File: src/rtl/fir_frame_ctrl_if.sv
// Sample stream into the frame controller and tagged FIR output stream out of it.
// The master side feeds samples and observes outputs; the slave side is the controller.
interface fir_frame_ctrl_if #(
   parameter int WORD_SIZE = 10,
   parameter int OUT_W     = 12
);
   logic                        in_valid;
   logic                        in_ready;
   logic signed [WORD_SIZE-1:0] in_data;
   logic                        in_last;
   logic                        out_valid;
   logic signed [OUT_W-1:0]     out_data;
   logic                        out_last;

   modport master (
      output in_valid, in_data, in_last,
      input  in_ready, out_valid, out_data, out_last
   );

   modport slave (
      input  in_valid, in_data, in_last,
      output in_ready, out_valid, out_data, out_last
   );
endinterface

File: src/rtl/fir_frame_ctrl.sv
// Frame sequencer for a free-running pipelined FIR: feeds samples, flushes TAPS-1 zeros
// per frame and tags FIR outputs valid/last. FIR_FRAME_CTRL_STAT_EN adds frame/sample counters.
module fir_frame_ctrl #(
   parameter int WORD_SIZE = 10,
   parameter int OUT_W     = 12,
   parameter int TAPS      = 21,
   parameter int FIR_LAT   = 6,
   parameter int MAX_LEN   = 1024
) (
   input  logic                        clk,
   input  logic                        rst,
   fir_frame_ctrl_if.slave             s_if,
   output logic signed [WORD_SIZE-1:0] o_fir_in,
   input  logic signed [OUT_W-1:0]     i_fir_out,
   output logic                        o_busy,
   output logic                        o_err_underrun,
   output logic                        o_err_overlen,
   input  logic                        i_clr_err
`ifdef FIR_FRAME_CTRL_STAT_EN
   ,
   output logic [15:0]                 o_frame_cnt,
   output logic [15:0]                 o_sample_cnt
`endif
);

   localparam int LEN_W   = $clog2(MAX_LEN + 1);
   localparam int FLUSH_W = $clog2(TAPS);
   localparam int PIPE    = FIR_LAT + 1;
   localparam logic [LEN_W-1:0]   LEN_MAX    = LEN_W'(MAX_LEN);
   localparam logic [FLUSH_W-1:0] FLUSH_LAST = FLUSH_W'(TAPS - 2);

   typedef enum logic [1:0] {S_IDLE, S_RUN, S_FLUSH} state_t;

   state_t                      r_state, w_next_state;
   logic signed [WORD_SIZE-1:0] r_fir_in, w_fir_in_nxt;
   logic [LEN_W-1:0]            r_len_cnt, w_len_nxt, w_len_inc;
   logic [FLUSH_W-1:0]          r_flush_cnt, w_flush_nxt;
   logic [PIPE-1:0]             r_tag_v, r_tag_l;
   logic                        w_tag_v, w_tag_l;
   logic                        r_out_valid, r_out_last;
   logic signed [OUT_W-1:0]     r_out_data;
   logic                        r_err_underrun, r_err_overlen;
   logic                        w_set_under, w_set_over;
   logic                        w_in_ready, w_accept;

   assign w_in_ready = (r_state != S_FLUSH);
   assign w_accept   = s_if.in_valid & w_in_ready;
   assign w_len_inc  = r_len_cnt + 1'b1;

   // NOTE: state register only here; all decisions live in the always_comb below.
   always_ff @(posedge clk or posedge rst) begin
      if (rst) r_state <= S_IDLE;
      else     r_state <= w_next_state;
   end

   // NOTE: every always_comb output gets a default first so no path infers a latch.
   always_comb begin
      w_next_state = r_state;
      w_fir_in_nxt = '0;
      w_tag_v      = 1'b0;
      w_tag_l      = 1'b0;
      w_len_nxt    = r_len_cnt;
      w_flush_nxt  = r_flush_cnt;
      w_set_under  = 1'b0;
      w_set_over   = 1'b0;
      case (r_state)
         S_IDLE: begin
            if (w_accept) begin
               w_fir_in_nxt = s_if.in_data;
               w_tag_v      = 1'b1;
               w_len_nxt    = LEN_W'(1);
               w_flush_nxt  = '0;
               if (s_if.in_last || (MAX_LEN == 1)) begin
                  w_next_state = S_FLUSH;
                  w_set_over   = !s_if.in_last;
               end else begin
                  w_next_state = S_RUN;
               end
            end
         end
         S_RUN: begin
            // A missing sample is replaced by zero so the frame keeps one push per clock.
            w_tag_v   = 1'b1;
            w_len_nxt = w_len_inc;
            if (w_accept) w_fir_in_nxt = s_if.in_data;
            else          w_set_under  = 1'b1;
            if ((w_accept && s_if.in_last) || (w_len_inc == LEN_MAX)) begin
               w_next_state = S_FLUSH;
               w_flush_nxt  = '0;
               w_set_over   = !(w_accept && s_if.in_last);
            end
         end
         S_FLUSH: begin
            w_tag_v     = 1'b1;
            w_flush_nxt = r_flush_cnt + 1'b1;
            if (r_flush_cnt == FLUSH_LAST) begin
               w_tag_l      = 1'b1;
               w_next_state = S_IDLE;
            end
         end
         default: w_next_state = S_IDLE;
      endcase
   end

   // NOTE: sequential state uses non-blocking assignments only.
   always_ff @(posedge clk or posedge rst) begin
      if (rst) begin
         r_fir_in       <= '0;
         r_len_cnt      <= '0;
         r_flush_cnt    <= '0;
         r_tag_v        <= '0;
         r_tag_l        <= '0;
         r_out_valid    <= 1'b0;
         r_out_last     <= 1'b0;
         r_out_data     <= '0;
         r_err_underrun <= 1'b0;
         r_err_overlen  <= 1'b0;
      end else begin
         r_fir_in    <= w_fir_in_nxt;
         r_len_cnt   <= w_len_nxt;
         r_flush_cnt <= w_flush_nxt;
         r_tag_v     <= {r_tag_v[PIPE-2:0], w_tag_v};
         r_tag_l     <= {r_tag_l[PIPE-2:0], w_tag_l};
         r_out_valid <= r_tag_v[PIPE-1];
         r_out_last  <= r_tag_v[PIPE-1] & r_tag_l[PIPE-1];
         r_out_data  <= i_fir_out;
         // A new error in the same cycle as clr_err keeps the flag set.
         if (w_set_under)    r_err_underrun <= 1'b1;
         else if (i_clr_err) r_err_underrun <= 1'b0;
         if (w_set_over)     r_err_overlen  <= 1'b1;
         else if (i_clr_err) r_err_overlen  <= 1'b0;
      end
   end

`ifdef FIR_FRAME_CTRL_STAT_EN
   logic [15:0] r_frame_cnt, r_sample_cnt;

   always_ff @(posedge clk or posedge rst) begin
      if (rst) begin
         r_frame_cnt  <= '0;
         r_sample_cnt <= '0;
      end else begin
         if (r_tag_v[PIPE-1] && r_tag_l[PIPE-1]) r_frame_cnt <= r_frame_cnt + 1'b1;
         if (w_accept) r_sample_cnt <= r_sample_cnt + 1'b1;
      end
   end

   assign o_frame_cnt  = r_frame_cnt;
   assign o_sample_cnt = r_sample_cnt;
`endif

   assign s_if.in_ready  = w_in_ready;
   assign s_if.out_valid = r_out_valid;
   assign s_if.out_data  = r_out_data;
   assign s_if.out_last  = r_out_last;
   assign o_fir_in       = r_fir_in;
   assign o_busy         = (r_state != S_IDLE) | (|r_tag_v);
   assign o_err_underrun = r_err_underrun;
   assign o_err_overlen  = r_err_overlen;

endmodule

File: src/flat_wrapper.sv
// flat-port wrapper written by rule: the top's interface ports become plain ports
module fir_frame_ctrl_flat 
#(
   parameter int WORD_SIZE = 10,
   parameter int OUT_W     = 12,
   parameter int TAPS      = 21,
   parameter int FIR_LAT   = 6,
   parameter int MAX_LEN   = 1024
)
  (clk, rst, o_fir_in, i_fir_out, o_busy, o_err_underrun, o_err_overlen, i_clr_err, s_if_in_valid, s_if_in_data, s_if_in_last, s_if_in_ready, s_if_out_valid, s_if_out_data, s_if_out_last);
  fir_frame_ctrl_if #(.WORD_SIZE(WORD_SIZE), .OUT_W(OUT_W)) s_if_i ();
  input  logic clk;
  input  logic rst;
  output logic signed [WORD_SIZE-1:0] o_fir_in;
  input  logic signed [OUT_W-1:0] i_fir_out;
  output logic o_busy;
  output logic o_err_underrun;
  output logic o_err_overlen;
  input  logic i_clr_err;
  input wire logic [$bits(s_if_i.in_valid)-1:0] s_if_in_valid;
  input wire logic [$bits(s_if_i.in_data)-1:0] s_if_in_data;
  input wire logic [$bits(s_if_i.in_last)-1:0] s_if_in_last;
  output wire logic [$bits(s_if_i.in_ready)-1:0] s_if_in_ready;
  output wire logic [$bits(s_if_i.out_valid)-1:0] s_if_out_valid;
  output wire logic [$bits(s_if_i.out_data)-1:0] s_if_out_data;
  output wire logic [$bits(s_if_i.out_last)-1:0] s_if_out_last;
  assign s_if_i.in_valid = s_if_in_valid;
  assign s_if_i.in_data = s_if_in_data;
  assign s_if_i.in_last = s_if_in_last;
  assign s_if_in_ready = s_if_i.in_ready;
  assign s_if_out_valid = s_if_i.out_valid;
  assign s_if_out_data = s_if_i.out_data;
  assign s_if_out_last = s_if_i.out_last;
  fir_frame_ctrl #(.WORD_SIZE(WORD_SIZE), .OUT_W(OUT_W), .TAPS(TAPS), .FIR_LAT(FIR_LAT), .MAX_LEN(MAX_LEN)) u_core (.clk(clk), .rst(rst), .s_if(s_if_i), .o_fir_in(o_fir_in), .i_fir_out(i_fir_out), .o_busy(o_busy), .o_err_underrun(o_err_underrun), .o_err_overlen(o_err_overlen), .i_clr_err(i_clr_err));
endmodule
File: config.mk
export PLATFORM = sky130hd
export DESIGN_NAME = fir_frame_ctrl_flat
export DESIGN_NICKNAME = d
export VERILOG_FILES = /design/src/rtl/fir_frame_ctrl_if.sv /design/src/rtl/fir_frame_ctrl.sv /design/src/flat_wrapper.sv
export SDC_FILE = /design/constraint.sdc
export NUM_CORES = 1
export LEC_CHECK = 0
export BUFFER_PORTS_ARGS = -buffer_cell sky130_fd_sc_hd__buf_2
export CAP_MARGIN = 10
export CORE_MARGIN = 1
export CORE_UTILIZATION = 45
export DETAILED_ROUTE_END_ITERATION = 10
export GPL_TIMING_DRIVEN = 0
export PLACE_DENSITY_LB_ADDON = 0.2
export SLEW_MARGIN = 15
export SYNTH_ARGS = -nofsm -noshare
export SYNTH_HDL_FRONTEND = slang
export SYNTH_SLANG_ARGS = --single-unit
File: constraint.sdc
create_clock -name clk -period 2.15 [get_ports clk]
set_clock_uncertainty 0.05 [all_clocks]
set_input_delay 0.645 -clock clk [delete_from_list [all_inputs] [get_ports clk]]
set_output_delay 0.645 -clock clk [all_outputs]
set_load 0.02 [all_outputs]
# --- Word level (Yosys, flattened, before mapping) ---
# Index checks and enable logic that the tools add are counted.
totals:
  register_bits: 58
  out_inout_bits: 28
  wordCells: 65
classes:
  add_sub_neg: 2
  n_eq_ne: 8
  mux: 25
  bitwise_logic: 3
  n_reduce_logical: 16
op_table:
  columns: ["op", "n"]
  rows:
  - ["11-bit one-hot mux with 2 select lines", 1]
  - ["10-bit two-way mux", 2]
  - ["5-bit one-hot mux with 3 select lines", 1]
  - ["11-bit by 1-bit adder with 11-bit output, second input constant", 1]
  - ["11-bit equality test, second input constant", 1]
  - ["1-bit two-way mux", 11]
  - ["11-bit two-way mux", 1]
  - ["5-bit two-way mux", 2]
  - ["2-bit two-way mux", 4]
  - ["2-bit nonzero test", 4]
  - ["7-bit OR reduction", 1]
  - ["2-bit by 1-bit inequality test with 1-bit output, second input constant", 3]
  - ["2-bit one-hot mux with 3 select lines", 1]
  - ["3-bit AND reduction", 2]
  - ["5-bit by 1-bit adder with 5-bit output, second input constant", 1]
  - ["5-bit equality test, second input constant", 1]
  - ["1-bit one-hot mux with 2 select lines", 2]
  - ["2-bit OR reduction", 2]
  - ["3-bit nonzero test", 1]
  - ["1-bit bitwise AND", 2]
  - ["2-bit by 1-bit equality test with 1-bit output, second input constant", 1]
  - ["2-bit equality test, second input constant", 1]
  - ["1-bit zero test", 2]
  - ["2-bit zero test", 1]
  - ["other kinds (5)", 5]

# --- Depth between registers and ports, before layout ---
logic_depth:
  ltp_word: 7
  ltp_mapped: 10
  mapped_depth_nobuf: 8

# --- Worst setup path after synthesis ---
# OpenSTA, ideal clock, no wires.
synth_timing:
  path_kind: "register -> output"
  start: "register u_core.r_state[0]"
  end: "output port o_busy"
  arrival_ns: 1.307
  slack_ns: 0.148
  stages_incl_launch_ff: 6
  path_buffers: 1
  path_cell_list: "dfrtp_1 -> inv_1 -> ha_1 -> clkbuf_1 -> nor4b_1 -> nand2_1"
synth_between:
  elab_chain_cells: 2
synth_rtl:
  columns: ["element", "line_no", "text"]
  rows:
  - ["start: declaration", "fir_frame_ctrl.sv:34", "state_t r_state, w_next_state;"]
  - ["start signal: assignment", "fir_frame_ctrl.sv:53", "else r_state <= w_next_state;"]
  - ["2-bit nonzero test", "fir_frame_ctrl.sv:157", "assign o_busy = (r_state != S_IDLE) | (|r_tag_v);"]
  - ["1-bit OR", "fir_frame_ctrl.sv:157", null]
  - ["end: declaration", "flat_wrapper.sv:16", "output logic o_busy;"]
# Every way passes these cells.

# --- Worst setup path in the final report ---
# Ends and elaborated chain as after synthesis.

==> flow_summary.rst <==
.. list-table::
   :header-rows: 1

   * - Metric
     - Value
   * - Arrival @ worst endpoint
     - 1.37 ns
   * - Clock power share
     - 27.7%
   * - Number of buffers created by CTS
     - 9
   * - Static Leakage
     - 1.44 nW
   * - Setup-violating endpoint count in the final report
     - 0
   * - Footprint of the flip-flops and latches
     - 1450 µm²
   * - Largest voltage drop on the vdd net
     - 570 µV
   * - CP startpoint kind
     - flip-flop
   * - Fraction of final layout cells with drive strength greater than 1
     - 35.4%
   * - Routed Wire Length
     - 4.47 mm
   * - Clock Pin Slew Worst Setup and Hold Paths
     - 0.06 ns
   * - Filler Cells Inserted
     - 400
   * - Area of the multi-input gates
     - 870 µm²
   * - Sum of internal, switching and leakage power
     - 3.30 mW
   * - Largest net degree at the start of global routing
     - 38
   * - Unique cell type count in the Yosys netlist
     - 45
   * - Count of port buffers added during placement
     - 54
   * - Root Buffer
     - sky130_fd_sc_hd__clkbuf_8
   * - Crit. Startpoint
     - u_core.r_state[0]
   * - Mean instance size in the synthesized netlist
     - 11.6 µm²
   * - Post-layout nets
     - 302
   * - H-tree Lvls
     - 3
   * - Initial antenna violation count
     - 0
   * - Crit path setup slack, layout
     - 0.0817 ns
   * - I/O pin total
     - 55
   * - TritonCTS clock tree
     - done
   * - Routed length per placed instance
     - 13.1 µm
   * - Max-slew violation count
     - 0
   * - Total clock sinks
     - 58
   * - Worst setup EP type
     - primary output
   * - Antenna diode count
     - 0
   * - Die width
     - 74.0 µm
   * - Yosys synthesis warning count
     - 0
   * - Mux contribution to synthesized area
     - 1.77%
   * - Seq/Total Area, Yosys
     - 62.3%
   * - Worst hold path class
     - in2async
   * - Worst reg2reg setup slack
     - 0.09 ns
   * - Antenna viol nets, final
     - 0
   * - Startpoint of the worst-slack reg-to-reg timing path
     - u_core.r_len_cnt[1]
   * - Simple-gate share of the synthesized area
     - 15.5%
   * - Proportion of total power due to net switching
     - 33.8%
   * - Skew-Pair Late Insertion Delay
     - 0.32 ns
   * - Post-route fraction of the period consumed by the critical path
     - 96.2%
   * - Deepest clock path buffer count
     - 2
   * - Initial Utilization
     - 48.1%
   * - Number of rows created at floorplan
     - 25
   * - Max-Slew Margin vs Limit
     - 66.6%
   * - Wire length of the first global-routing pass
     - 7.33 mm
   * - Number of storage elements in the synthesis netlist
     - 58
   * - HPWL after detailed placement
     - 3.10 mm
   * - Post-route DRC
     - 0
   * - Dominant combinational cell family by area after synthesis
     - simple AND/OR/NAND/NOR gates
   * - Final hold vios
     - 0
   * - First-pass iteration count of the detailed router
     - 4
   * - CP required
     - 1.45 ns
   * - # placed instances
     - 323
   * - GR Overflow Total
     - 0
   * - Net count after synthesis
     - 234
   * - Non-filler cells, final
     - 341
   * - Power Dens Cells
     - 1110 nW/µm²
   * - Hold Buf Count CTS
     - 0
   * - Logic pwr share
     - 29.1%
   * - Slew at the pin with the worst max-slew slack
     - 0.497 ns
   * - Compound-gate portion of the synthesized area
     - 13.5%
   * - Internal Pwr Total
     - 2.19 mW
   * - Die boundary height
     - 74.0 µm
   * - Count of max-cap constraint violations
     - 0
   * - Via count normalized by instance count
     - 5.13
   * - Cell area after synthesis
     - 2330 µm²
   * - Switching Power
     - 1.12 mW
   * - Cells after synthesis
     - 201
   * - Area of the die
     - 5470 µm²
   * - Final critical-path required period
     - 2.07 ns
   * - Core Area
     - 4850 µm²
   * - Total routing usage reported by global routing
     - 18.1%
   * - Dpl ws
     - -0.0981 ns
   * - Status
     - completed
   * - First-iteration detailed-routing DRC count
     - 49
   * - Post-Synth XOR/XNOR Area
     - 1.13%
   * - Crit Path Category
     - reg2out
   * - Final weighted congestion in routability-driven placement
     - 0.793
   * - Adder-cell area share of the yosys netlist
     - 3.22%
   * - Via count of the first global-routing pass
     - 1,573
   * - Max Fanout on Critical Path
     - 4
   * - Setup repair after global routing missed its margin
     - true
   * - Signed area change from the synthesized netlist to the final layout
     - 27.9%
   * - Max Clk Rate
     - 483 MHz
   * - Power share of the sequential group
     - 43.2%
   * - Vias after detailed routing
     - 1,748
metal layers:
layer	part of all wire [%]	track usage, %	vias to the layer above
li1	-	-	854
met1	49	24.5	814
met2	42	26.1	69
met3	6.6	4.47	11
met4	2.3	11.1	0
met5	0	0	-
synthesized netlist by cell type, drive strengths merged:
cell type,count,area (µm²)
a211o,1,8.76
a21boi,1,7.51
a21oi,9,48.8
a221oi,1,15.0
a22o,2,17.5
a31o,2,17.5
a31oi,2,12.5
a32o,1,10.0
and2,12,75.1
and2b,2,16.3
and3,3,20.0
and4,1,8.76
buf,3,17.5
clkbuf,2,7.51
dfrtp,58,1450
ha,6,75.1
inv,10,37.5
mux2,1,11.3
mux2i,3,30.0
nand2,13,48.8
nand2b,2,12.5
nand3,7,35.0
nand3b,1,7.51
nand4,4,25.0
nor2,16,60.1
nor3,2,10.0
nor4,3,18.8
nor4b,1,8.76
o211ai,2,15.0
o21ai,14,70.1
o22ai,2,12.5
o2bb2ai,1,8.76
o31ai,4,35.0
o41ai,4,35.0
or2b,1,7.51
or3,1,6.26
xnor2,1,8.76
xor2,2,17.5
state kept, by name (all words and copies together), names as in the netlist:
name / cells
u_core.s_if.out_valid: 1
u_core.r_state: 2
u_core.s_if.out_data: 12
u_core.r_tag_v: 7
u_core.r_len_cnt: 11
u_core.r_tag_l: 7
u_core.o_err_underrun: 1
u_core.s_if.out_last: 1
u_core.o_fir_in: 10
u_core.r_flush_cnt: 5
u_core.o_err_overlen: 1
path summary, 6_finish.rpt:
check	endpoint	depth (start not counted)
min reg2reg	u_core.r_tag_l[2]	0
max	o_busy	5
min	u_core.s_if.out_data[0]	2
max reg2reg	u_core.r_flush_cnt[4]	7
max in group asynchronous	u_core.r_state[0]	3
min in group clk	u_core.r_tag_l[2]	0
cells in the final DEF (no fill, tap or decap), drive strengths merged, types with 3 or more instances in the layout:
cell type | Yosys | routed
dfrtp | 58 | 58
ha | 6 | 6
o21ai | 14 | 14
a21oi | 9 | 9
nor2 | 16 | 16
nor4 | 3 | 3
mux2i | 3 | 3
o41ai | 4 | 4
o31ai | 4 | 4
and2 | 12 | 12
buf | 3 | 60
clkbuf | 2 | 14
inv | 10 | 10
nand3 | 7 | 7
and3 | 3 | 3
nand4 | 4 | 4
nand2 | 13 | 13
power by group through the flow:
stage | sequential (mW) | clock (mW) | combinational (mW)
global placement | 1.42 | 0 | 0.846
floorplan | 1.49 | 0 | 0.537
global route | 1.46 | 0.994 | 1.06
detailed placement | 1.42 | 0 | 0.865
finish | 1.43 | 0.914 | 0.963
CTS | 1.41 | 0.941 | 0.911
critical path, stage by stage (launching register included):
cell,delay (ns)
sky130_fd_sc_hd__dfrtp_2,0.43
sky130_fd_sc_hd__inv_2,0.09
sky130_fd_sc_hd__ha_4,0.13
sky130_fd_sc_hd__nor4b_4,0.17
sky130_fd_sc_hd__nand2_1,0.09
sky130_fd_sc_hd__buf_6,0.14
stage by stage:
step | hold WS [ns] | cell area [µm²] | TNS [ns] | utilization, %
after floorplan | 0.281 | 2330 | 0 | -
after global placement | 0.283 | 2690 | -35.55 | 55.4
after detailed placement | 0.285 | 2710 | -0.280 | 55.8
after CTS | 0.272 | 2930 | 0 | 60.4
after global routing | 0.302 | 2980 | -0.00394 | 61.5
final | 0.270 | 2980 | 0 | 61.5
repair_timing:
item / in CTS / in global routing
buffers inserted: 1 / 2
gates resized for setup: 7 / 13
endpoints found under the setup margin: 11 / 13
gates cloned: 0 / 0
pin swaps: 1 / 2
logic make-up after synthesis:
kind of cell / Yosys count
buf+inv: 15
fa+ha+maj: 6
simple gates: 69
flops: 58
compound gates: 46
xor+xnor: 3
mux: 4
cell type report:
type / count / area share (%)
buffer: 4 / 0.923
clock buffer: 12 / 5.54
timing repair buffer: 58 / 10.7
inverter: 10 / 1.26
sequential: 58 / 48.8
clock inverter: 4 / 0.839
multi-input combinational: 128 / 29.2
tap: 67 / 2.81
(Power assumes the default switching activity.)
